==> src/rtl/nibble_adder_seq.sv <==
// Purpose : adds or subtracts two 4*NIBBLES-bit operands one nibble pair per
//           beat (LS nibble first) through a single 4-bit slice with a chained
//           carry flop, assembling the full-width result.
// Latency : out_valid rises on the edge that accepts the last beat; in_ready
//           returns the cycle after the result handshake.
// Backpressure: in_ready is low while a result is held; a held result waits
//           indefinitely for out_ready. Input stalls hold state and carry.
//
// Ports:
//   clk, rst_n      - clock (rising edge), asynchronous active-low reset
//   abort           - synchronous clear of the operation in progress
//   in_valid/ready  - operand beat handshake; in_a/in_b nibbles
//   in_sub, in_cin  - mode and carry-in, sampled on the first beat only
//   out_valid/ready - result handshake; out_sum, out_cout (carry / no-borrow)
//   busy, beat_idx  - partial-load indicator and next nibble index
//
// NIBBLES must be within 2..8 (beat_idx is 3 bits wide).
module nibble_adder_seq #(
    parameter int NIBBLES = 4
) (
    input  logic                   clk,
    input  logic                   rst_n,
    input  logic                   abort,
    input  logic                   in_valid,
    output logic                   in_ready,
    input  logic [3:0]             in_a,
    input  logic [3:0]             in_b,
    input  logic                   in_sub,
    input  logic                   in_cin,
    output logic                   out_valid,
    input  logic                   out_ready,
    output logic [4*NIBBLES-1:0]   out_sum,
    output logic                   out_cout,
    output logic                   busy,
    output logic [2:0]             beat_idx
);

    localparam int         W    = 4 * NIBBLES;
    localparam logic [2:0] LAST = 3'(NIBBLES - 1);

    typedef enum logic {
        COLLECT = 1'b0,
        HOLD    = 1'b1
    } state_t;

    state_t         r_state;
    logic [2:0]     r_beat_idx;
    logic           r_carry;
    logic           r_sub;
    logic [W-1:0]   r_sum;
    logic           r_cout;

    state_t         w_state_nxt;
    logic [2:0]     w_beat_idx_nxt;
    logic           w_carry_nxt;
    logic           w_sub_nxt;
    logic [W-1:0]   w_sum_nxt;
    logic           w_cout_nxt;

    logic           w_first;
    logic           w_sub_eff;
    logic [3:0]     w_b_eff;
    logic           w_c_eff;
    logic [4:0]     w_s;
    logic [W-1:0]   w_sum_ins;

    // Mode and carry-in come straight from the inputs on the first beat so
    // the slice needs no bubble; later beats use the latched mode and the
    // carry flop. Subtraction is A + ~B + 1, so carry-out means "no borrow".
    assign w_first   = (r_beat_idx == 3'd0);
    assign w_sub_eff = w_first ? in_sub : r_sub;
    assign w_b_eff   = w_sub_eff ? ~in_b : in_b;
    assign w_c_eff   = w_first ? (in_sub | in_cin) : r_carry;
    assign w_s       = 5'(in_a) + 5'(w_b_eff) + 5'(w_c_eff);

    // Current sum with the slice result dropped into the addressed nibble.
    always_comb begin
        w_sum_ins = r_sum;
        for (int i = 0; i < NIBBLES; i++) begin
            if (r_beat_idx == 3'(i)) begin
                w_sum_ins[4*i +: 4] = w_s[3:0];
            end
        end
    end

    always_comb begin
        w_state_nxt    = r_state;
        w_beat_idx_nxt = r_beat_idx;
        w_carry_nxt    = r_carry;
        w_sub_nxt      = r_sub;
        w_sum_nxt      = r_sum;
        w_cout_nxt     = r_cout;

        if (abort) begin
            // Abort wins over any beat or result handshake in the same cycle.
            w_state_nxt    = COLLECT;
            w_beat_idx_nxt = 3'd0;
            w_carry_nxt    = 1'b0;
            w_sub_nxt      = 1'b0;
            w_sum_nxt      = '0;
            w_cout_nxt     = 1'b0;
        end else begin
            case (r_state)
                COLLECT: begin
                    if (in_valid) begin
                        w_sum_nxt = w_sum_ins;
                        if (w_first) begin
                            w_sub_nxt = in_sub;
                        end
                        if (r_beat_idx == LAST) begin
                            w_cout_nxt     = w_s[4];
                            w_carry_nxt    = 1'b0;
                            w_beat_idx_nxt = 3'd0;
                            w_state_nxt    = HOLD;
                        end else begin
                            w_carry_nxt    = w_s[4];
                            w_beat_idx_nxt = r_beat_idx + 3'd1;
                        end
                    end
                end
                HOLD: begin
                    if (out_ready) begin
                        w_state_nxt = COLLECT;
                    end
                end
                default: begin
                    w_state_nxt = COLLECT;
                end
            endcase
        end
    end

    always_ff @(posedge clk or negedge rst_n) begin
        if (!rst_n) begin
            r_state    <= COLLECT;
            r_beat_idx <= 3'd0;
            r_carry    <= 1'b0;
            r_sub      <= 1'b0;
            r_sum      <= '0;
            r_cout     <= 1'b0;
        end else begin
            r_state    <= w_state_nxt;
            r_beat_idx <= w_beat_idx_nxt;
            r_carry    <= w_carry_nxt;
            r_sub      <= w_sub_nxt;
            r_sum      <= w_sum_nxt;
            r_cout     <= w_cout_nxt;
        end
    end

    assign in_ready  = (r_state == COLLECT);
    assign out_valid = (r_state == HOLD);
    assign busy      = (r_state == COLLECT) && (r_beat_idx != 3'd0);
    assign out_sum   = r_sum;
    assign out_cout  = r_cout;
    assign beat_idx  = r_beat_idx;

endmodule

==> config.mk <==
export PLATFORM = sky130hd
export DESIGN_NAME = nibble_adder_seq
export DESIGN_NICKNAME = d
export VERILOG_FILES = /design/src/rtl/nibble_adder_seq.sv
export SDC_FILE = /design/constraint.sdc
export NUM_CORES = 1
export LEC_CHECK = 0
export CAP_MARGIN = 20
export CORE_MARGIN = 2
export CORE_UTILIZATION = 50
export CTS_CLUSTER_SIZE = 25
export DETAILED_ROUTE_END_ITERATION = 10
export GPL_ROUTABILITY_DRIVEN = 0
export PLACE_DENSITY = 0.88
export SKIP_LAST_GASP = 1
export SLEW_MARGIN = 20
export SYNTH_ARGS = -nofsm -noshare
export SYNTH_HDL_FRONTEND = slang
export SYNTH_SLANG_ARGS = --single-unit
==> constraint.sdc <==
create_clock -name clk -period 4.9 [get_ports clk]
set_clock_uncertainty 0.2 [all_clocks]
set_input_delay 0.49 -clock clk [delete_from_list [all_inputs] [get_ports clk]]
set_output_delay 0.49 -clock clk [all_outputs]
set_load 0.05 [all_outputs]
==> flow_summary_export.csv <==
group,metric,value,unit
run_status,outcome,"completed",
global_route,groute.layer.met1.usage,27.1,%
finish,syn2layout_area_growth,32.0,%
global_route,grtUsageMet3,2.46,%
global_route,grt.total_usage,20.4,%
sta,hold_fails_final_rpt,0,
die,dieWidth,54.6,um
sta,rsz0062_at_grt,"no",
worst_setup_path,worst_ep_arrival_time,3.23,ns
die,initial_utilization,52.2,%
min_path,hold_path_class,"flip-flop to flip-flop",
sta,final_period_minus_worst_setup_slack,3.20,ns
synthesis,ys_warn_count,0,
worst_setup_path,cp_cell_sequence,"inv_1 > ha_1 > nand2b_4 > mux2i_4 > xnor2_1 > fa_1 > inv_1 > fa_1 > or3_1 > a21oi_1",
route,route.detailed.wl_per_inst,14.5,um
worst_setup_path,critical_path.endpoint_type,"flip-flop",
sta,timing.setup.tns,0,ns
sta,timing.final.setup_violations,0,
route,antenna_left,0,
power,max-vdd-ir-drop,0.000297,V
finish,layout-drive-gt1-share,6.67,%
die,design.core.area,0.00245,sq mm
global_route,wire_length_of_the_first_global_routing_pass,4.28,mm
synthesis,syn_avg_cell_area,9.93,sq um
global_route,grt_start_max_net_pins,25,
finish,layout.nets,190,
route,drc_errors,0,
power,leakagePower,0.756,nW
place,detailed_place.area,0.00166,sq mm
place,instance_count_after_placement_with_tap_cells_included,190,
synthesis,synthesis.area,0.00128,sq mm
cts,htree_num_levels,1,
worst_setup_path,path_buf_inv,2,
job,timing.max_cap.violations,0,
sta,post-route-period-util,65.3,%
cts,clkTransAtPathRegs,0.12,ns
synthesis,synth.lib_cells_used.distinct,30,
finish,instances_no_fill,195,
route,first_pass_iters,4,
route,detailroute.via_count,1066,
die,ioPinCount,38,
global_route,grt_remaining_overflow,0,
worst_setup_path,worst_path_max_delay_cell,"sky130_fd_sc_hd__fa_1",
finish,n_antenna_cell,0,
place,detailed_place_hpwl,2.17,mm
cts,cts-buffers-inserted,3,
finish,finalCoreUtilization,68.9,%
worst_setup_path,start_kind,"flip-flop",
worst_setup_path,critPathTopFamily,"adder cells",
route,drt_iter0_drc,39,
synthesis,synth_cells,129,
cts,clock_sinks,23,
worst_setup_path,cpPeakStageDelay,0.46,ns
route,detail_route.wirelength,2.84,mm
synthesis,ys_seq_area_share,44.9,%
cts,tritoncts,"built",
global_route,antenna_found_initial,0,
global_route,grt_pass1_vias,973,
worst_setup_path,critPathKind,"flip-flop to flip-flop",
cts,root_buffer_cell,"sky130_fd_sc_hd__clkbuf_4",
worst_setup_path,timing.critical_path.required,4.93,ns
die,floorplan.die.height,54.6,um
sta,highest_clock_rate,313,MHz
finish,design_area,0.00169,sq mm
power,power.density_cell_area,293,mW/mm^2
sta,tightest_slew,0.850,ns
sta,slew_viol_final,0,
place,io_buffers,37,
die,dieArea,0.00298,sq mm
global_route,use_met2,34.1,%
synthesis,ys_seq_elements,23,
synthesis,mappedNetlistNets,153,
die,row_count,18,
worst_setup_path,crit_path_max_fanout,10,
global_route,gr-max-usage-layer,"met2",
cts,clockBufferDepth,2,
cts,clk-insertion-delay-late,0.32,ns
sta,slew_headroom,43.1,%
route,via_per_inst,5.47,
worst min-delay path: cells and delay by family (launching register included):
kind / cells / cell delay (ns)
flops: 1 / 0.39
compound gates: 1 / 0.06
simple gates: 1 / 0.05
cell families after synthesis:
kind of cell    count (synthesis)  share of synthesized area (%)
compound gates                 27                           11.6
simple gates                   46                           19.5
fa+ha+maj                       9                           9.96
flops                          23                           44.9
mux                             5                           4.88
buf+inv                        13                           4.39
xor+xnor                        6                           4.69
synth_stat cells:
cell type,number,share of area (%)
sky130_fd_sc_hd__a211oi_1,2,1.2
sky130_fd_sc_hd__a21o_1,2,1.2
sky130_fd_sc_hd__a21oi_1,16,6.3
sky130_fd_sc_hd__and2_1,1,0.49
sky130_fd_sc_hd__and2_2,1,0.59
sky130_fd_sc_hd__and2b_1,1,0.59
sky130_fd_sc_hd__and2b_2,1,0.68
sky130_fd_sc_hd__and3_1,1,0.49
sky130_fd_sc_hd__buf_6,1,0.88
sky130_fd_sc_hd__clkbuf_1,5,1.5
sky130_fd_sc_hd__dfrtp_1,23,45
sky130_fd_sc_hd__fa_1,2,3.1
sky130_fd_sc_hd__ha_1,7,6.8
sky130_fd_sc_hd__inv_1,6,1.8
sky130_fd_sc_hd__inv_2,1,0.29
sky130_fd_sc_hd__mux2i_1,4,3.1
sky130_fd_sc_hd__mux2i_4,1,1.8
sky130_fd_sc_hd__nand2_1,12,3.5
sky130_fd_sc_hd__nand2b_1,2,0.98
sky130_fd_sc_hd__nand2b_4,1,1.1
sky130_fd_sc_hd__nand3_1,2,0.78
sky130_fd_sc_hd__nand3b_1,3,1.8
sky130_fd_sc_hd__nand4bb_1,3,2.6
sky130_fd_sc_hd__nor2_1,15,4.4
sky130_fd_sc_hd__o21ai_0,6,2.3
sky130_fd_sc_hd__o41ai_1,1,0.68
sky130_fd_sc_hd__or2b_1,1,0.59
sky130_fd_sc_hd__or3_1,2,0.98
sky130_fd_sc_hd__xnor2_1,5,3.4
sky130_fd_sc_hd__xnor2_2,1,1.3
final timing paths:
check                           cells past startpoint  slack (ns)     endpoint   startpoint
worst max-delay path                               10        1.70   out_sum[1]  beat_idx[0]
worst min-delay path                                2        0.33   out_sum[7]   out_sum[7]
worst max register to register                     10        1.70   out_sum[1]  beat_idx[0]
worst min register to register                      2        0.33   out_sum[7]   out_sum[7]
max in group asynchronous                           2        3.70  beat_idx[1]        rst_n
min in group asynchronous                           2        0.46  out_sum[14]        rst_n
routing by layer:
layer | part of all wire, % | vias up
met5 | 0 | -
met4 | 2.9 | 0
met3 | 6.0 | 11
met2 | 49 | 64
met1 | 42 | 489
li1 | - | 502
final cells by class:
class | count | area (sq um)
Timing Repair Buffer | 38 | 375
Multi-Input combinational cell | 93 | 649
Inverter | 7 | 26.3
Fill cell | 210 | 763
Sequential cell | 23 | 576
Clock buffer | 3 | 22.5
Tap cell | 30 | 37.5
Clock inverter | 1 | 5.00
registers in the layout, indices dropped and copies added (netlist names):
signal / cells
out_cout: 1
beat_idx: 3
out_valid: 1
r_carry: 1
r_sub: 1
out_sum: 16
where the power goes:
group | total (mW) | internal (mW) | leakage (nW) | switching [mW]
Combinational | 0.196 | 0.0756 | 0.423 | 0.121
Sequential | 0.212 | 0.202 | 0.315 | 0.00912
Clock | 0.0875 | 0.0306 | 0.0177 | 0.0569
Total | 0.495 | 0.309 | 0.756 | 0.187
through the flow:
stage | hold slack, ns | setup slack, ns | power [mW]
floorplan | -0.00559 | 1.56 | 0.348
global placement | 0.296 | 1.84 | 0.403
detailed placement | 0.305 | 1.74 | 0.409
CTS | 0.333 | 1.71 | 0.496
global route | 0.347 | 1.57 | 0.520
finish | 0.331 | 1.70 | 0.495
placed cells by master, fill, tap and decap left out, types with 3 or more instances in the layout:
| cell type | netlist | final |
|---|---|---|
| sky130_fd_sc_hd__clkdlybuf4s50_1 | 0 | 36 |
| sky130_fd_sc_hd__dfrtp_1 | 23 | 23 |
| sky130_fd_sc_hd__a21oi_1 | 16 | 16 |
| sky130_fd_sc_hd__nor2_1 | 15 | 15 |
| sky130_fd_sc_hd__nand2_1 | 12 | 12 |
| sky130_fd_sc_hd__ha_1 | 7 | 7 |
| sky130_fd_sc_hd__inv_1 | 6 | 6 |
| sky130_fd_sc_hd__o21ai_0 | 6 | 6 |
| sky130_fd_sc_hd__xnor2_1 | 5 | 5 |
| sky130_fd_sc_hd__mux2i_1 | 4 | 4 |
| sky130_fd_sc_hd__nand4bb_1 | 3 | 3 |
| sky130_fd_sc_hd__nand3b_1 | 3 | 3 |
| sky130_fd_sc_hd__clkbuf_4 | 0 | 3 |
what timing repair did:
item / in CTS / in global routing
hold endpoints to repair: 0 / 23
hold buffers: 0 / 1
setup buffers: 0 / 0
gates resized for setup: 0 / 0
setup endpoints to repair: 0 / 0
No activity file was read; power rests on OpenSTA's default activity.
